$ cat src/rtl/mem_port_arbiter.sv
// mem_port_arbiter
// Shares the single external memory bus between instruction fetch (PC) and
// the MEM-stage load/store unit. A three-state FSM issues one registered bus
// transaction at a time, data port first. Per-port stall requests are raised
// until the access completes. Returned data is held in a per-port buffer
// while the pipeline stage that consumes it is frozen.
//
// Optional feature: define ARB_BUS_TIMEOUT_EN to add a bus watchdog that
// aborts a transaction after TIMEOUT unacknowledged BUSY cycles, returns
// 32'h0 to the waiting port and pulses bus_err_o for one cycle. Without the
// macro a BUSY state waits for bus_ack_i indefinitely and bus_err_o is 0.
module mem_port_arbiter #(
    parameter int TIMEOUT = 255
) (
    input  logic        clk,
    input  logic        rst,
    input  logic [5:0]  stall_i,
    input  logic        flush_i,
    input  logic        if_ce_i,
    input  logic [31:0] if_addr_i,
    output logic [31:0] if_inst_o,
    output logic        if_stallreq_o,
    input  logic        d_ce_i,
    input  logic        d_we_i,
    input  logic [3:0]  d_sel_i,
    input  logic [31:0] d_addr_i,
    input  logic [31:0] d_wdata_i,
    output logic [31:0] d_rdata_o,
    output logic        d_stallreq_o,
    output logic        bus_cyc_o,
    output logic        bus_we_o,
    output logic [3:0]  bus_sel_o,
    output logic [31:0] bus_addr_o,
    output logic [31:0] bus_wdata_o,
    input  logic [31:0] bus_rdata_i,
    input  logic        bus_ack_i,
    output logic        bus_err_o
);

    localparam logic [1:0] IDLE   = 2'd0;
    localparam logic [1:0] D_BUSY = 2'd1;
    localparam logic [1:0] I_BUSY = 2'd2;

    logic [1:0]  state;
    logic        i_hold, d_hold;
    logic [31:0] i_buf, d_buf;

    logic        live;
    logic        i_pend, d_pend;
    logic        i_ack, d_ack;
    logic        i_tmo, d_tmo;
    logic        i_done, d_done;
    logic [31:0] i_fwd, d_fwd;

    // A flush (or reset) discards any completion seen in the same cycle.
    assign live   = ~rst & ~flush_i;

    // A held access is complete; it must not be issued again.
    assign i_pend = if_ce_i & ~i_hold;
    assign d_pend = d_ce_i & ~d_hold;

    assign i_ack  = live & (state == I_BUSY) & bus_ack_i;
    assign d_ack  = live & (state == D_BUSY) & bus_ack_i;

`ifdef ARB_BUS_TIMEOUT_EN
    localparam logic [7:0] TIMEOUT_LAST = 8'(TIMEOUT - 1);

    logic [7:0] wd_cnt;
    logic       wd_hit;

    // Expiry happens in the TIMEOUT-th unacknowledged BUSY cycle.
    assign wd_hit = live & (state != IDLE) & ~bus_ack_i & (wd_cnt == TIMEOUT_LAST);
    assign i_tmo  = wd_hit & (state == I_BUSY);
    assign d_tmo  = wd_hit & (state == D_BUSY);

    // Watchdog: count unacknowledged BUSY cycles and flag expiry one cycle later.
    always_ff @(posedge clk) begin
        if (rst) begin
            wd_cnt    <= '0;
            bus_err_o <= 1'b0;
        end else begin
            bus_err_o <= wd_hit;
            if (state == IDLE)
                wd_cnt <= '0;
            else if (!bus_ack_i)
                wd_cnt <= wd_cnt + 8'd1;
        end
    end
`else
    assign i_tmo     = 1'b0;
    assign d_tmo     = 1'b0;
    assign bus_err_o = 1'b0;
`endif

    // A timed-out access completes like an ack but returns zero.
    assign i_done = i_ack | i_tmo;
    assign d_done = d_ack | d_tmo;
    assign i_fwd  = i_tmo ? 32'h0 : bus_rdata_i;
    assign d_fwd  = d_tmo ? 32'h0 : bus_rdata_i;

    assign if_stallreq_o = live & i_pend & ~i_done;
    assign d_stallreq_o  = live & d_pend & ~d_done;

    // Read data is forwarded in the completion cycle so the stall can drop at once.
    assign if_inst_o = i_done ? i_fwd : i_buf;
    assign d_rdata_o = d_done ? d_fwd : d_buf;

    // Arbitration FSM and registered bus outputs; bus fields load only in IDLE.
    always_ff @(posedge clk) begin
        if (rst) begin
            // NOTE: sequential state uses non-blocking assignments so every
            // register samples pre-edge values regardless of statement order.
            state       <= IDLE;
            bus_cyc_o   <= 1'b0;
            bus_we_o    <= 1'b0;
            bus_sel_o   <= 4'h0;
            bus_addr_o  <= 32'h0;
            bus_wdata_o <= 32'h0;
        end else if (flush_i) begin
            state     <= IDLE;
            bus_cyc_o <= 1'b0;
            bus_we_o  <= 1'b0;
        end else begin
            case (state)
                IDLE: begin
                    if (d_pend) begin
                        state       <= D_BUSY;
                        bus_cyc_o   <= 1'b1;
                        bus_we_o    <= d_we_i;
                        bus_sel_o   <= d_sel_i;
                        bus_addr_o  <= d_addr_i;
                        bus_wdata_o <= d_wdata_i;
                    end else if (i_pend) begin
                        state       <= I_BUSY;
                        bus_cyc_o   <= 1'b1;
                        bus_we_o    <= 1'b0;
                        bus_sel_o   <= 4'hF;
                        bus_addr_o  <= if_addr_i;
                        bus_wdata_o <= 32'h0;
                    end
                end
                D_BUSY: begin
                    if (d_done) begin
                        state     <= IDLE;
                        bus_cyc_o <= 1'b0;
                        bus_we_o  <= 1'b0;
                    end
                end
                I_BUSY: begin
                    if (i_done) begin
                        state     <= IDLE;
                        bus_cyc_o <= 1'b0;
                        bus_we_o  <= 1'b0;
                    end
                end
                default: begin
                    state     <= IDLE;
                    bus_cyc_o <= 1'b0;
                    bus_we_o  <= 1'b0;
                end
            endcase
        end
    end

    // Fetch port: capture returned data and hold it while IF/ID is stalled.
    always_ff @(posedge clk) begin
        if (rst) begin
            i_buf  <= 32'h0;
            i_hold <= 1'b0;
        end else begin
            if (i_done)
                i_buf <= i_fwd;
            if (flush_i)
                i_hold <= 1'b0;
            else if (i_done && stall_i[1])
                i_hold <= 1'b1;
            else if (!stall_i[1])
                i_hold <= 1'b0;
        end
    end

    // Data port: capture returned data and hold it while MEM/WB is stalled.
    always_ff @(posedge clk) begin
        if (rst) begin
            d_buf  <= 32'h0;
            d_hold <= 1'b0;
        end else begin
            if (d_done)
                d_buf <= d_fwd;
            if (flush_i)
                d_hold <= 1'b0;
            else if (d_done && stall_i[4])
                d_hold <= 1'b1;
            else if (!stall_i[4])
                d_hold <= 1'b0;
        end
    end

endmodule
$ cat config.mk
export PLATFORM = sky130hd
export DESIGN_NAME = mem_port_arbiter
export DESIGN_NICKNAME = d
export VERILOG_FILES = /design/src/rtl/mem_port_arbiter.sv
export SDC_FILE = /design/constraint.sdc
export NUM_CORES = 1
export LEC_CHECK = 0
export ABC_AREA = 1
export CAP_MARGIN = 20
export CORE_MARGIN = 2
export CORE_UTILIZATION = 35
export CTS_CLUSTER_SIZE = 40
export DETAILED_ROUTE_END_ITERATION = 10
export DONT_BUFFER_PORTS = 1
export GPL_TIMING_DRIVEN = 0
export SYNTH_ARGS = -nofsm -noshare
export SYNTH_HDL_FRONTEND = slang
export SYNTH_SLANG_ARGS = --single-unit
$ cat constraint.sdc
create_clock -name clk -period 1.2 [get_ports clk]
set_clock_uncertainty 0.15 [all_clocks]
set_input_delay 0 -clock clk [delete_from_list [all_inputs] [get_ports clk]]
set_output_delay 0 -clock clk [all_outputs]
set_load 0.005 [all_outputs]
==> flow_summary.json, run 1 <==
{
  "status": "finished, violations left",
  "violations": "hold timing, setup timing",
  "critPathKind": "register to output port",
  "r2r_slack_ns": -0.49,
  "cp_max_fo": 10,
  "finalSetupViolCount": 203,
  "tightest_slew_ns": 0.5990,
  "ys_seq_area_frac": 0.4293,
  "synth_cell_type_count": 23,
  "port_buffers": 0,
  "cp-end-kind": "output port",
  "rsz0062_at_grt": "true",
  "drv_cap": 0,
  "cts.path.max_buffers": 2,
  "start_kind": "register",
  "grt_overflow_total": 0,
  "path_cells": "inv_1 > nand2_2 > inv_2 > nand3_4 > buf_12 > buf_12 > o21ai_4 > inv_2",
  "placed_cell_area_um2": 6902,
  "drcViolationCount": 0,
  "initialDrtViolationCount": 186,
  "cts_tree": "built",
  "dr.pass1.iters": 5,
  "syn_avg_cell_area_um2": 6.409,
  "holdBufCountCts": 139,
  "netlist_instances": 1004,
  "hold_class": "input pin to register",
  "antenna_left": 0,
  "final_cells": 1452,
  "power_density_nw_per_um2": 1191,
  "cellLeakagePower_uw": 0.005448,
  "place_congestion": 0.8278,
  "fmax_mhz": 583.3,
  "busiest_layer": "met2",
  "grt_max_degree": 17,
  "setup_ws_ns": -0.5144,
  "use_met3": 0.08637,
  "htree_levels": 4,
  "die_area_um2": 19490,
  "die-width_um": 139.6,
  "avgViaCountPerCell": 4.708,
  "syn_area_um2": 6435,
  "gr-usage-all-layers": 0.2212,
  "hold_violations": 52,
  "place_inst": 1233,
  "cts.clk_slew.worst_paths_ns": 0.06,
  "slew_headroom": 0.6007,
  "timing.hold.ws_ns": -0.2302,
  "synth_seq_cells": 138,
  "clk_latency_ns": 0.41,
  "grtUsageMet1": 0.2345,
  "rows": 49,
  "cts.sinks": 138,
  "drive_above_1_share": 0.2962,
  "finalInstanceArea_um2": 10760,
  "cts-root-buf": "clkbuf_16",
  "antenna_found_initial": 0,
  "vias": 6836,
  "place_hpwl_mm": 13.63,
  "finalSetupTns_ns": -66.48,
  "core_area_um2": 18020,
  "yosysWarnings": 0,
  "period_share": 1.429,
  "final_cell_mix": "nand2_1, inv_1, dlygate4sd3_1",
  "finalWirelength_mm": 23.74,
  "fin_nets": 1354,
  "fp.dieH_um": 139.6,
  "ios": 282,
  "cp_slowest_cell": "dfxtp_2",
  "layout_commonest_cell": "nand2_1",
  "syn_to_final_growth_pct": 67.24,
  "grt_pass1_vias": 6628,
  "required_ns": 1.05,
  "min_period_ns": 1.714,
  "syn-num-nets": 1149,
  "wl_per_cell_um": 16.35,
  "ir_worst_vdd_mv": 0.9910,
  "gr-usage-met2": 0.3880,
  "grt_pass1_wl_mm": 34.25,
  "worstPathArrival_ns": 1.56,
  "numCtsBuffers": 17,
  "drv_slew": 0,
  "critPathMaxStageDelay_ns": 0.33,
  "start_util": 0.3570
}
[state kept, by name, summed over array words and instances, names as in the netlist]
register,cells
d_buf,32
bus_addr_o,32
state,2
d_hold,1
bus_wdata_o,32
bus_sel_o,4
bus_cyc_o,1
bus_we_o,1
i_hold,1
i_buf,32
[critical path: cells and delay by family (launching register included)]
| family | cells | cell delay (ns) |
|---|---|---|
| buf+inv | 5 | 0.51 |
| flops | 1 | 0.33 |
| compound gates | 1 | 0.16 |
| simple gates | 2 | 0.14 |
[cell type report]
| type | instances | area (um^2) |
|---|---|---|
| multi-input combinational | 603 | 3416 |
| buffer | 55 | 635.6 |
| sequential | 138 | 2766 |
| tap | 229 | 286.5 |
| antenna | 1 | 2.502 |
| clock buffer | 19 | 452.9 |
| fill | 1478 | 7263 |
| timing repair buffer | 187 | 2245 |
| clock inverter | 13 | 155.1 |
| timing repair inverter | 1 | 16.27 |
| inverter | 206 | 785.8 |
[per-stage QoR]
stage               hold slack, ns  utilization  total power [uW]  setup slack (ns)
detailed placement        -0.05586       0.3829              6206           -0.3263
global route               -0.2279       0.5969             13340           -0.6032
global placement          -0.05650       0.3829              6198           -0.3146
floorplan                 -0.06570            -              5911          -0.09532
CTS                        -0.2106       0.5585             12660           -0.5046
finish                     -0.2302       0.5970             12810           -0.5144
[power by group]
group,internal [uW],switching [uW]
Sequential,4800,183
Combinational,1210,1180
Clock,3230,2210
[cell families (layout without fill, tap and decap cells)]
family,after synthesis,in the layout,share of synthesized area
AND/OR/NAND/NOR,502,502,0.3074
buffers and inverters,263,481,0.1791
flip-flops,138,138,0.4293
AO/OA/AOI/OAI,100,100,0.08361
other,1,2,0.0005828
[synth_stat cells]
| cell type | n | share of area |
|---|---|---|
| inv_2 | 5 | 0.0029 |
| a21oi_1 | 36 | 0.028 |
| clkbuf_1 | 15 | 0.0087 |
| nand3_2 | 3 | 0.0047 |
| o21ai_2 | 10 | 0.014 |
| nor2_2 | 1 | 0.00097 |
| nand2_1 | 302 | 0.18 |
| buf_4 | 8 | 0.0093 |
| nand2_2 | 1 | 0.00097 |
| nand4_1 | 15 | 0.015 |
| buf_2 | 18 | 0.014 |
| nand3b_1 | 1 | 0.0012 |
| o21ai_1 | 50 | 0.039 |
| o21ai_0 | 4 | 0.0031 |
| nor2_1 | 172 | 0.10 |
| or2_2 | 4 | 0.0039 |
| buf_6 | 15 | 0.026 |
| dfxtp_1 | 138 | 0.43 |
| buf_1 | 1 | 0.00058 |
| conb_1 | 1 | 0.00058 |
| nor2_8 | 1 | 0.0031 |
| inv_1 | 201 | 0.12 |
| nand3_1 | 2 | 0.0016 |
[final timing paths]
check / from / end / cells past startpoint
setup / recovery: state[0] / if_inst_o[21] / 8
hold / removal: if_ce_i / bus_we_o / 5
setup reg to reg: state[1] / bus_wdata_o[1] / 9
hold reg to reg: bus_wdata_o[28] / bus_wdata_o[28] / 2
[routing by layer]
metal	part of all wire	vias to the layer above	wire [um]
li1	-	3353	-
met3	0.090	66	2129
met4	0.036	0	865
met5	0	-	0
met1	0.37	3138	8820
met2	0.50	279	11920
[timing repair]
action                                  4_1_cts  5_1_grt
gates resized for setup                     161      179
pin swaps                                    28       26
gates cloned                                 15        7
endpoints found under the setup margin      204      204
hold endpoints to repair                    198       50
setup buffers                                23        6
Note: power is estimated with default switching activity, not from simulation.
==> run 2, diff against run 1 <==
CAP_MARGIN = 5   (was 20)
clock period = 1.5 ns   (was 1.2 ns; I/O delays follow)
==> run 2 against run 1 <==
  * The flow still finishes with violations (hold timing, setup timing)
  * Sequential cell count unchanged
  * Total power decreased by 25%
  * Critical path type unchanged
  * Critical path depth unchanged
  * Worst setup slack improved by 0.28 ns
  * Combinational power decreased by 41%
  * Wire length decreased by 8.1%
  * Critical endpoint is now d_rdata_o[1]
  * Largest power group unchanged
==> flow_summary.json, run 2 (same netlist as run 1, synthesis figures left out) <==
{
  "status": "finished, violations left",
  "violations": "hold timing, setup timing",
  "cts.sinks": 138,
  "setup_ws_ns": -0.2320,
  "start_kind": "register",
  "finalInstanceArea_um2": 10040,
  "worst-path-stages": 8,
  "cp_max_fo": 5,
  "layout_commonest_cell": "nand2_1",
  "cts.clk_slew.worst_paths_ns": 0.06,
  "period_share": 1.155,
  "drv_cap": 0,
  "initialDrtViolationCount": 262,
  "crit_buf_inv": 5,
  "drv_slew": 0,
  "place_congestion": 0.8155,
  "rsz0062_at_grt": "true",
  "drcViolationCount": 0,
  "preCtsSetupSlack_ns": -0.2013,
  "min_period_ns": 1.732,
  "fmax_mhz": 577.4,
  "antenna_left": 0,
  "min_path_cells": 5,
  "final_cell_mix": "nand2_1, nor2_1, inv_1",
  "worstPathArrival_ns": 1.58,
  "grt_overflow_total": 0,
  "r2r_cells": 11,
  "path_cells": "inv_2 > nand2_2 > inv_2 > nand3_4 > clkbuf_16 > buf_16 > o21ai_4 > inv_2",
  "grt_pass1_vias": 6379,
  "critPathKind": "register to output port",
  "slew_headroom": 0.5723,
  "wl_per_cell_um": 15.22,
  "hold_violations": 26,
  "core_area_um2": 18020,
  "finalSetupTns_ns": -12.12,
  "place_hpwl_mm": 13.38,
  "die_area_um2": 19490,
  "cp-end-kind": "output port",
  "numCtsBuffers": 17,
  "critical_path.top_delay_family": "buffers and inverters",
  "rows": 49,
  "hold_class": "input pin to register",
  "fill_cells": 1601,
  "avgViaCountPerCell": 4.584,
  "dr.pass1.iters": 5,
  "ir_worst_vdd_mv": 0.7353,
  "die-width_um": 139.6,
  "cts_tree": "built",
  "cp_slowest_cell": "dfxtp_2",
  "timing.hold.ws_ns": -0.07960,
  "path_common_cell": "inv_2",
  "cts-root-buf": "clkbuf_16",
  "fp.dieH_um": 139.6,
  "htree_levels": 4,
  "finalSetupViolCount": 76,
  "tightest_slew_ns": 0.6415,
  "gr-usage-all-layers": 0.2052,
  "cellLeakagePower_uw": 0.005079,
  "power_density_nw_per_um2": 957.4,
  "start_util": 0.3570,
  "vias": 6569,
  "cts.path.max_buffers": 2,
  "ios": 282,
  "critPathMaxStageDelay_ns": 0.33,
  "grt_max_degree": 17,
  "antenna_found_initial": 0,
  "finalWirelength_mm": 21.81,
  "syn_to_final_growth_pct": 56.08,
  "required_ns": 1.35,
  "drive_above_1_share": 0.2421,
  "placed_cell_area_um2": 6721,
  "clk_latency_ns": 0.41,
  "grt_pass1_wl_mm": 32.31,
  "port_buffers": 0,
  "fin_nets": 1334
}
-- run 2: cell types whose count changed in the layout (fill, tap and decap cells not counted), moves of 13 or more --
cell	delta
nor2_1	+26
nand2_1	+13
nand2_2	-24
o21ai_2	-17
o21ai_4	+17
nor2_4	-18
a21oi_1	+16
a21oi_2	-15
-- run 2: area by class of cell --
type | instances | area [um^2] | area share
Clock buffer | 17 | 425.4 | 0.04236
Tap cell | 229 | 286.5 | 0.02853
Clock inverter | 15 | 163.9 | 0.01632
Sequential cell | 138 | 2765 | 0.2753
Antenna cell | 2 | 5.005 | 0.0004983
Inverter | 206 | 780.7 | 0.07774
Timing Repair Buffer | 169 | 1789 | 0.1781
Multi-Input combinational cell | 603 | 3323 | 0.3309
Buffer | 54 | 504.2 | 0.05021
-- run 2: power breakdown --
group	switching (uW)	internal (uW)	leakage, uW
logic	762	634	0.00367
clock network	1760	2480	0.000285
registers	133	3840	0.00113
total	2660	6960	0.00508
-- run 2: through the flow --
stage | hold slack, ns | instances | total power, uW | utilization
after floorplan | -0.05704 | 1004 | 4691 | -
after global placement | -0.04918 | 1233 | 4910 | 0.3729
after detailed placement | -0.04803 | 1233 | 4921 | 0.3729
after CTS | -0.4264 | 1419 | 9572 | 0.5177
after global routing | -0.06173 | 1431 | 9994 | 0.5569
final | -0.07960 | 1433 | 9616 | 0.5572
-- run 2: what timing repair did --
item | in CTS | in global routing
setup endpoints to repair | 137 | 157
hold buffers | 140 | 2
buffers inserted | 13 | 8
gates cloned | 1 | 6
hold endpoints to repair | 199 | 22
pin swaps | 4 | 8
resized for setup | 152 | 149
-- run 2: path summary, 6_finish.rpt --
path,start,to,slack [ns]
setup / recovery,state[1],d_rdata_o[1],-0.23
hold / removal,bus_ack_i,d_buf[4],-0.08
setup reg to reg,state[1],d_buf[28],-0.08
hold reg to reg,bus_wdata_o[22],bus_wdata_o[22],0.35
-- run 2: worst min-delay path, cell delays in order --
cell	delay, ns
nand3_4	0.09
clkbuf_16	0.16
nand2_1	0.07
o21ai_2	0.07
nor2_1	0.04
-- run 2: layer usage --
metal	vias to the layer above	GRT usage	part of all wire
met4	0	0.08316	0.027
met1	3024	0.2386	0.41
met2	209	0.3493	0.50
met3	38	0.06745	0.069
met5	-	0	0
li1	3298	-	-
==> run 3, diff against run 2 <==
PLACE_DENSITY_LB_ADDON = 0.2   (was not set)
SETUP_SLACK_MARGIN = 0.1   (was not set)
==> run 3 against run 2 <==
  * The run still ends with hold timing, setup timing left
  * Worst setup slack improved by 0.019 ns
  * Sequential share of layout area up 0.44 points
  * Wire length shrank 3.4%
  * Worst hold slack got worse by 0.035 ns
  * Cell count fell by 0.56%
  * Combinational power decreased by 3%
  * Critical endpoint is now if_inst_o[21]
  * Largest cell class unchanged
==> flow_summary.json, run 3 (same netlist as run 1, synthesis figures left out) <==
{
  "violations": "hold timing, setup timing",
  "cts_tree": "built",
  "core_area_um2": 18020,
  "avgViaCountPerCell": 4.470,
  "holdBufCountCts": 142,
  "numCtsBuffers": 17,
  "initialDrtViolationCount": 214,
  "place_hpwl_mm": 13.63,
  "cp_max_fo": 8,
  "grt_pass1_vias": 6206,
  "status": "finished, violations left",
  "fmax_mhz": 583.8,
  "r2r_slack_ns": -0.07,
  "syn_to_final_growth_pct": 53.61,
  "power_density_nw_per_um2": 999.4,
  "hold_class": "input pin to register",
  "period_share": 1.142,
  "die_area_um2": 19490,
  "layout_commonest_cell": "nand2_1",
  "drv_cap": 0,
  "n_antenna_cell": 0,
  "final_cell_mix": "nand2_1, nor2_1, inv_1",
  "finalSetupTns_ns": -11.88,
  "ios": 282,
  "grt_pass1_wl_mm": 31.76,
  "grt_max_degree": 17,
  "place_congestion": 0.7987,
  "drive_above_1_share": 0.2375,
  "crit-reg2reg-launch": "state[0]",
  "hold_end": "d_buf[31]",
  "cts.sinks": 138,
  "grt_overflow_total": 0,
  "r2r_cells": 10,
  "power_uw": 9878,
  "tightest_slew_ns": 0.5532,
  "drv_slew": 0,
  "htree_levels": 4,
  "antenna_found_initial": 0,
  "port_buffers": 0,
  "timing.hold.ws_ns": -0.1144,
  "fin_nets": 1328,
  "fin_util": 0.5484,
  "drcViolationCount": 0,
  "min_path_cells": 5,
  "rsz0062_at_grt": "true",
  "slew_headroom": 0.6312,
  "hold_violations": 53,
  "rows": 49,
  "cellLeakagePower_uw": 0.005009,
  "min_period_ns": 1.713,
  "rr_endpoint": "i_buf[1]",
  "ir_worst_vdd_mv": 0.7701,
  "critPathKind": "register to output port",
  "finalSetupViolCount": 68,
  "start_kind": "register",
  "antenna_left": 0,
  "cts.clk_slew.worst_paths_ns": 0.06,
  "clk_latency_ns": 0.42,
  "required_ns": 1.35,
  "hold_start": "bus_ack_i",
  "die-width_um": 139.6,
  "cts.path.max_buffers": 2,
  "gr-usage-all-layers": 0.2050,
  "cp-end-kind": "output port",
  "setup_ws_ns": -0.2130,
  "start_util": 0.3570,
  "preCtsSetupSlack_ns": -0.2125,
  "vias": 6370,
  "finalWirelength_mm": 21.06,
  "wl_per_cell_um": 14.78,
  "dr.pass1.iters": 4,
  "cts-root-buf": "clkbuf_16",
  "fp.dieH_um": 139.6,
  "worstPathArrival_ns": 1.56
}
==> run 3: area by class of cell <==
type,instances,area (um^2)
plain buffers,55,504.2
clock buffers,19,442.9
clock inverters,13,190.2
fillers,1660,8140
inverters,206,773.2
multi-input cells,603,3261
flip-flops and latches,138,2765
well taps,229,286.5
repair buffers,162,1662
==> run 3: repair_timing <==
| action | in CTS | in global routing |
|---|---|---|
| endpoints found under the hold margin | 198 | 44 |
| resized for setup | 185 | 89 |
| gates cloned | 3 | 2 |
| setup endpoints to repair | 193 | 193 |
| setup buffers | 11 | 4 |
| pin swaps | 5 | 4 |
==> run 3: power by group <==
| group | internal (uW) | total, uW | switching, uW |
|---|---|---|---|
| Sequential | 3840 | 3980 | 137 |
| Combinational | 611 | 1360 | 746 |
| Clock | 2840 | 4540 | 1700 |
| Total | 7300 | 9880 | 2580 |
==> run 3: worst max-delay path: stages (launching register included) <==
cell       delay [ns]
dfxtp_2          0.34
inv_2            0.05
nand2_2          0.05
inv_2            0.08
nand3_4          0.09
buf_12           0.17
clkbuf_16        0.17
o21ai_4          0.15
inv_2            0.05
==> run 3: how the worst max path moves through the flow <==
| stage | startpoint | to | slack [ns] | cells after the start |
|---|---|---|---|---|
| after floorplan | i_hold | bus_wdata_o[15] | 0.16 | 8 |
| after global placement | i_hold | bus_addr_o[26] | -0.21 | 8 |
| after detailed placement | i_hold | bus_addr_o[30] | -0.21 | 8 |
| after CTS | state[1] | d_stallreq_o | -0.22 | 7 |
| after global routing | state[0] | if_inst_o[21] | -0.27 | 8 |
| final | state[0] | if_inst_o[21] | -0.21 | 8 |
==> run 3: stage by stage <==
stage | instance area (um^2) | std cells | hold slack (ns)
after detailed placement | 6721 | 1233 | -0.04317
after global routing | 9884 | 1425 | -0.1206
final | 9884 | 1425 | -0.1144
after global placement | 6721 | 1233 | -0.04386
after floorplan | 6435 | 1004 | -0.05704
after CTS | 9508 | 1419 | -0.1576
==> run 3: routing by layer <==
layer,GRT usage,part of all wire,vias to the layer above
met2,0.3424,0.49,205
met1,0.2467,0.42,2839
met4,0.08632,0.030,0
met5,0,0,-
li1,-,-,3289
met3,0.06056,0.062,37
